`config.mk`:
```
export PLATFORM = sky130hd
export DESIGN_NAME = vga_rect_fill
export DESIGN_NICKNAME = d
export VERILOG_FILES = /design/src/rtl/vga_rect_fill.sv
export SDC_FILE = /design/constraint.sdc
export NUM_CORES = 1
export LEC_CHECK = 0
export CORE_MARGIN = 2
export CORE_UTILIZATION = 57
export CTS_CLUSTER_SIZE = 40
export DETAILED_ROUTE_END_ITERATION = 6
export PLACE_DENSITY = 0.87
export SETUP_SLACK_MARGIN = 0.4
export SYNTH_ARGS = -nofsm -noshare
export SYNTH_HDL_FRONTEND = slang
export SYNTH_SLANG_ARGS = --single-unit
```
`constraint.sdc`:
```
create_clock -name clk -period 7.4 [get_ports clk]
set_input_delay 1.48 -clock clk [delete_from_list [all_inputs] [get_ports clk]]
set_output_delay 1.48 -clock clk [all_outputs]
set_load 0.05 [all_outputs]
```
`src/rtl/vga_rect_fill.sv`:
```
// rtl/vga_rect_fill.sv - rectangle/clear fill engine feeding the VGA frame-buffer write port
// Normalises and clips each command, then scans it row-major at one pixel per clock.
module vga_rect_fill #(
  parameter int HD         = 1280,
  parameter int VD         = 1024,
  parameter int COORD_BITS = 11
) (
  input  logic                  clk,
  input  logic                  rst,
  input  logic                  cmd_valid_i,
  output logic                  cmd_ready_o,
  input  logic                  cmd_clear_i,
  input  logic [COORD_BITS-1:0] x0_i,
  input  logic [COORD_BITS-1:0] y0_i,
  input  logic [COORD_BITS-1:0] x1_i,
  input  logic [COORD_BITS-1:0] y1_i,
  input  logic [1:0]            color_i,
  output logic                  we_o,
  output logic [COORD_BITS-1:0] addr_x_o,
  output logic [COORD_BITS-1:0] addr_y_o,
  output logic [1:0]            color_o,
  output logic                  busy_o,
  output logic                  done_o
);

  localparam logic [COORD_BITS-1:0] X_MAX = COORD_BITS'(HD - 1);
  localparam logic [COORD_BITS-1:0] Y_MAX = COORD_BITS'(VD - 1);

  typedef enum logic [1:0] {ST_IDLE, ST_FILL, ST_DONE} state_e;

  state_e                state_q, state_d;
  logic [COORD_BITS-1:0] xa_q, xa_d, xb_q, xb_d, yb_q, yb_d;
  logic [COORD_BITS-1:0] x_q, x_d, y_q, y_d;
  logic [1:0]            color_q, color_d;

  logic [COORD_BITS-1:0] lo_x, hi_x, lo_y, hi_y;
  logic [COORD_BITS-1:0] cx_a, cx_b, cy_a, cy_b;
  logic                  cmd_empty;

  // Rectangle as it would be stored if accepted this cycle.
  always_comb begin
    lo_x = (x0_i < x1_i) ? x0_i : x1_i;
    hi_x = (x0_i < x1_i) ? x1_i : x0_i;
    lo_y = (y0_i < y1_i) ? y0_i : y1_i;
    hi_y = (y0_i < y1_i) ? y1_i : y0_i;
    if (cmd_clear_i) begin
      cx_a = '0;
      cy_a = '0;
      cx_b = X_MAX;
      cy_b = Y_MAX;
    end else begin
      cx_a = lo_x;
      cy_a = lo_y;
      cx_b = (hi_x > X_MAX) ? X_MAX : hi_x;
      cy_b = (hi_y > Y_MAX) ? Y_MAX : hi_y;
    end
    cmd_empty = (cx_a > X_MAX) || (cy_a > Y_MAX);
  end

  always_comb begin
    state_d = state_q;
    xa_d    = xa_q;
    xb_d    = xb_q;
    yb_d    = yb_q;
    x_d     = x_q;
    y_d     = y_q;
    color_d = color_q;
    unique case (state_q)
      ST_IDLE: begin
        if (cmd_valid_i) begin
          if (cmd_empty) begin
            state_d = ST_DONE;
          end else begin
            state_d = ST_FILL;
            xa_d    = cx_a;
            xb_d    = cx_b;
            yb_d    = cy_b;
            x_d     = cx_a;
            y_d     = cy_a;
            color_d = color_i;
          end
        end
      end
      ST_FILL: begin
        // Address registers stay on the last pixel once the scan ends.
        if (x_q == xb_q) begin
          if (y_q == yb_q) begin
            state_d = ST_DONE;
          end else begin
            x_d = xa_q;
            y_d = y_q + COORD_BITS'(1);
          end
        end else begin
          x_d = x_q + COORD_BITS'(1);
        end
      end
      ST_DONE: state_d = ST_IDLE;
      default: state_d = ST_IDLE;
    endcase
  end

  always_ff @(posedge clk) begin
    if (rst) begin
      state_q <= ST_IDLE;
      xa_q    <= '0;
      xb_q    <= '0;
      yb_q    <= '0;
      x_q     <= '0;
      y_q     <= '0;
      color_q <= '0;
    end else begin
      state_q <= state_d;
      xa_q    <= xa_d;
      xb_q    <= xb_d;
      yb_q    <= yb_d;
      x_q     <= x_d;
      y_q     <= y_d;
      color_q <= color_d;
    end
  end

  assign cmd_ready_o = (state_q == ST_IDLE);
  assign busy_o      = (state_q != ST_IDLE);
  assign we_o        = (state_q == ST_FILL);
  assign done_o      = (state_q == ST_DONE);
  assign addr_x_o    = x_q;
  assign addr_y_o    = y_q;
  assign color_o     = color_q;

endmodule

```
After elaboration in Yosys (flattened, before gate mapping)
Index checks and enable logic that the tools add are counted.
{"block": "totals", "ff_bits": 59, "out_inout_bits": 28}
{"block": "classes", "addsub": 2, "n_lt_le_gt_ge": 6, "eq_ne": 10, "muxes": 25, "n_bitwise": 1, "reduce_logical": 8}
{"operator": "two-way mux 11 bit", "n": 18}
{"operator": "case mux 11 bit (2 select lines)", "n": 2}
{"operator": "adder 11 x 1 -> 11 bit (second input constant)", "n": 2}
{"operator": "equality test 11 bit", "n": 2}
{"operator": "greater-than comparator 11 x 10 -> 1 bit (second input constant)", "n": 2}
{"operator": "greater-than comparator 11 bit (second input constant)", "n": 2}
{"operator": "less-than comparator 11 bit", "n": 2}
{"operator": "two-way mux 2 bit", "n": 4}
{"operator": "!= test 2 bit (second input constant)", "n": 3}
{"operator": "AND reduction 3 bit", "n": 2}
{"operator": "AND reduction 5 bit", "n": 1}
{"operator": "!= test 2 x 1 -> 1 bit (second input constant)", "n": 2}
{"operator": "case mux 2 bit (2 select lines)", "n": 1}
{"operator": "AND reduction 4 bit", "n": 1}
{"operator": "nonzero test 2 bit", "n": 2}
{"operator": "!= test 3 bit (second input constant)", "n": 1}
{"operator": "equality test 2 x 1 -> 1 bit (second input constant)", "n": 1}
{"operator": "equality test 2 bit (second input constant)", "n": 1}
{"operator": "zero test 2 bit", "n": 1}
{"operator": "logical OR 1 bit", "n": 1}
{"operator": "inverter 1 bit", "n": 1}

Longest topological paths before layout
{"block": "depth", "ltp_word": 8, "depth_mapped": 12, "mapped_depth_nobuf": 10}

Least setup slack after synthesis
Ideal clock, no wire load.
{"block": "synth_path", "path_kind": "in2reg", "startpoint": "input port x1_i[8]", "endpoint": "register color_q[0], in the netlist color_o[0]", "setup_time_ns": 0.128, "arrival_ns": 3.554, "required_ns": 7.272, "slack_ns": 3.718, "path_stages": 12, "cell_sequence": "inv_1 > ha_1 > a21oi_1 > nor2b_1 > o21ai_1 > nand4b_1 > clkbuf_1 > a221o_1 > nor3_4 > buf_4 > mux2i_1 > nor2_1"}
{"block": "synth_via", "elab_chain_len": 7}
{"element": "start, declared", "line": "15", "source": "input logic [COORD_BITS-1:0] x1_i,"}
{"element": "less-than comparator 11 bit", "line": "42", "source": "lo_x = (x0_i < x1_i) ? x0_i : x1_i;"}
{"element": "two-way mux 11 bit (*)", "line": "42"}
{"element": "two-way mux 11 bit (*)", "line": "46", "source": "if (cmd_clear_i) begin"}
{"element": "greater-than comparator 11 bit (*)", "line": "57", "source": "cmd_empty = (cx_a > X_MAX) || (cy_a > Y_MAX);"}
{"element": "logical OR 1 bit (*)", "line": "57"}
{"element": "inverter 1 bit (no source line) (*)"}
{"element": "AND reduction 3 bit (no source line) (*)"}
{"element": "end signal, assigned", "line": "118", "source": "color_q <= color_d;"}
{"element": "end, declared", "line": "34", "source": "logic [1:0] color_q, color_d;"}
Mark *: on every way between the ends. The rest lies on a longest branch, timed or not.
A chain may end at the register's enable or synchronous reset.

Worst setup path in the final report
{"block": "layout_path", "startpoint": "input port x1_i[9]", "endpoint": "register y_q[0], in the netlist addr_y_o[0]"}
{"block": "layout_via", "elab_chain_len": 7}
{"element": "less-than comparator 11 bit", "line": "42"}
{"element": "two-way mux 11 bit (*)", "line": "42"}
{"element": "two-way mux 11 bit (*)", "line": "46"}
{"element": "greater-than comparator 11 bit (*)", "line": "57"}
{"element": "logical OR 1 bit (*)", "line": "57"}
{"element": "!= test 2 bit (no source line) (*)"}
{"element": "AND reduction 5 bit (no source line) (*)"}
{"element": "end signal, assigned", "line": "117", "source": "y_q <= y_d;"}
{"element": "end, declared", "line": "33", "source": "logic [COORD_BITS-1:0] x_q, x_d, y_q, y_d;"}
Marks and branches as above.

==> impl_results.md <==
- Routed Wire Length: around 11000 um
- Quantity of gates resized following cts: 0
- DP Area: 0.00487 mm2
- Pin count of the biggest net entering global routing: 44
- Hold Buf Count CTS: 0
- Top_reg_cell synth: sky130_fd_sc_hd__dfxtp_1
- Critical register-to-register path startpoint: state_q[0]
- Flop and latch count out of synthesis: 59
- Power per unit of standard cell area: 219 mW/mm2
- DRT Pass-1 Iters: 5
- Cell area after layout: 0.00506 mm2
- Area fraction in compound gates after synthesis: between 20% and 30%
- Sink Count: 59
- Floorplan die area: 0.00780 mm2
- First element of the critical path: x1_i[9]
- Average cell area after synthesis: 8.03 um2
- Setup crit end kind: flip-flop
- Share of synthesized area spent on multiplexers: 9.97%
- Remaining antenna violation count: 0
- Cell accounting for the most synthesized area: sky130_fd_sc_hd__dfxtp_1
- Post-synthesis simple-gate area fraction: 19.1%
- Max VDD drop: 0.167 mV
- Number of library cell types mapped by synthesis: 50
- I/O Buffers: just under 80
- Dominant combinational cell family by area after synthesis: compound AO/OA/AOI/OAI gates
- MaxCap Viol Count: 0
- Routed length per placed instance: 16.2 um
- Clock slew seen by the registers of the worst setup and hold paths: approximately 0.060 ns
- Dpl hpwl: 7950 um
- Finish-stage setup viols: 0
- Total CTS buffers: 9
- Filler cell count in the final layout: 531
- I/O pin count: 78
- Worst setup SP type: input port
- Vias after detailed routing: approximately 4000
- Number of antenna diodes: 0
- Synthesis-to-layout area growth: 24.8%
- Reg2Reg Depth: 4
- Clock insertion delay at the later pin of the skew report: 0.34 ns
- Worst Path Arrival: 4.87 ns
- Least-Margin Pin Slew: 1.25 ns
- Top cells by area in the synthesized netlist: sky130_fd_sc_hd__dfxtp_1 (29%), sky130_fd_sc_hd__mux2i_1 (9.6%), sky130_fd_sc_hd__nor2_1 (7.6%)
- Initial antenna violation count: 0
- Endpoints failing hold: 0
- Initial core utilization: 59.3%
- Syn_nets: 577
- Maximum buffer depth of the clock tree: 2
- Root buffer cell: sky130_fd_sc_hd__clkbuf_8
- Number of synthesized flops with an enable pin: 0
- Final core occ: 74.1%
- Sequential area share after synthesis: 29.1%
- Hold Path Stages: 2
- Outcome: completed
- Core area: 0.00683 mm2
- Global Route Usage Sum: ~29%
- Final Skew: about 0.0051 ns
- Highest net fanout along the worst path: 22
- Async set or reset register ratio after synthesis: 0%
- TritonCTS clock tree: done
- Vias in the first global route: 3688
- Multi-input combinational cell area: 0.00263 mm2
- Final weighted congestion of routability-driven global placement: 0.919
- Min-Delay Path Class: reg2reg
- Xor/xnor cell area share of the yosys netlist: 6.48%
- DRC violation count after routing: 0
- CP Data Required Time: 7.64 ns
- Overflow left after global routing: 0
- Area taken by flip-flops and latches: between 0.001 and 0.0015 mm2
- Final TNS setup: 0 ns
- Layout cell share with drive strength beyond 1: 5.76%
- Setup bufs post-CTS: 0
- Area share of the largest cell type after synthesis: 29.1%
- Hold Startpoint: yb_q[10]
- Final Critical Period: 4.63 ns
- Core Rows: 30
- Unrepaired setup endpoints after global routing: false
- Final number of max-transition violations: 0
- Gate Count Post-Synth: just over 500
- Number of vias per cell: slightly below 6
- Maximum level of the CTS H-tree: 3
- Achievable clock frequency: ~220 MHz
- Synthesis warning total: 0
- Violation count after the first detailed-routing iteration: 281
- Period utilization: 62.6%
- Worst setup path class: in2reg
- Global-route wire length before repair: 17500 um
- Number of nets in the layout: between 600 and 700
- Floorplan die height: 88.3 um
- Die W: 88.3 um
- Leakage power: 2.03 nW
- Tightest slew margin relative to the limit: between 10% and 20%
- Area of the mapped netlist: just over 0.004 mm2
- Synthesized-area fraction occupied by adder cells: under 10%
==> flip-flops by register name, indices dropped and copies added (netlist names) <==
name      cells
xa_q         11
color_o       2
state_q       2
addr_y_o     11
xb_q         11
yb_q         11
addr_x_o     11
==> final timing paths <==
path / slack (ns) / end
worst min-delay path: 0.45 / yb_q[10]
worst min register to register: 0.45 / yb_q[10]
worst max-delay path: 2.77 / addr_y_o[0]
worst max register to register: 5.01 / addr_y_o[0]
==> cells by family (layout without fill, tap and decap cells) <==
| family | Yosys count | in the layout |
|---|---|---|
| XOR/XNOR | 30 | 30 |
| multiplexers | 40 | 40 |
| adder cells (fa/ha/maj) | 22 | 22 |
| AO/OA/AOI/OAI | 130 | 130 |
| flip-flops | 59 | 59 |
| AND/OR/NAND/NOR | 162 | 162 |
| buffers and inverters | 62 | 130 |
==> Yosys cell counts, drive strengths merged (6+ instances only) <==
cell type,instances
nor3,6
nand2,18
and2,6
nand3,12
clkbuf,22
o21ai,9
xnor2,23
o32ai,7
dfxtp,59
ha,22
o221ai,10
nor2,82
xor2,7
nand2b,9
a211oi,23
buf,10
o211a,11
a21oi,47
mux2i,40
inv,29
nand4,12
==> cell type report <==
class                           count  share of cell area [%]
Clock inverter                      7                    1.36
Multi-Input combinational cell    384                    52.0
Sequential cell                    59                    23.3
Inverter                           30                    2.22
Timing Repair Buffer               84                    16.3
Tap cell                           96                    2.37
Clock buffer                        9                    2.45
==> layer usage <==
metal	vias up	part of all wire, %	GRT usage (%)
met4	0	1.7	7.85
li1	1933	-	-
met3	19	6.5	5.41
met5	-	0	0
met2	153	46	44.2
met1	1857	46	41.8
==> stage by stage <==
stage	hold WS, ns	worst slack, ns	power, W	std cells
floorplan	0.422	3.72	0.000690	505
detailed placement	0.439	2.47	0.000821	653
CTS	0.448	2.82	0.00111	669
global placement	0.434	2.56	0.000810	653
global route	0.472	2.55	0.00116	669
finish	0.451	2.77	0.00111	669
==> layout by cell type, fill, tap and decap left out, drive strengths merged, types with 2 or more instances in the layout <==
cell / instances
nand3: 12
clkinvlp: 2
o21ai: 9
a21boi: 5
o221a: 2
or2: 2
a21oi: 47
and2: 6
mux2i: 40
o211a: 11
and3: 4
nand2: 18
nor2b: 2
clkbuf: 9
nand2b: 9
o21a: 5
inv: 29
dfxtp: 59
ha: 22
clkdlybuf4s50: 77
o32ai: 7
xnor2: 23
nor3b: 2
o31ai: 3
nand4: 12
buf: 7
nor2: 82
a211oi: 23
nor3: 6
xor2: 7
o221ai: 10
clkinv: 5
or3: 3
==> worst max-delay path, stage by stage <==
cell and delay [ns]:
sky130_fd_sc_hd__clkdlybuf4s50_1 0.52, sky130_fd_sc_hd__inv_1 0.07, sky130_fd_sc_hd__ha_1 0.29, sky130_fd_sc_hd__nand4_1 0.12, sky130_fd_sc_hd__a211o_1 0.27, sky130_fd_sc_hd__and3_1 0.18, sky130_fd_sc_hd__a221o_1 0.44, sky130_fd_sc_hd__o31ai_2 1.01
sky130_fd_sc_hd__o221ai_1 0.28, sky130_fd_sc_hd__o211a_1 0.20
==> power breakdown <==
part / switching, W / internal [W]
registers: 0.0000472 / 0.000353
clock network: 0.000132 / 0.000154
logic: 0.000248 / 0.000174
(Power assumes the default switching activity.)
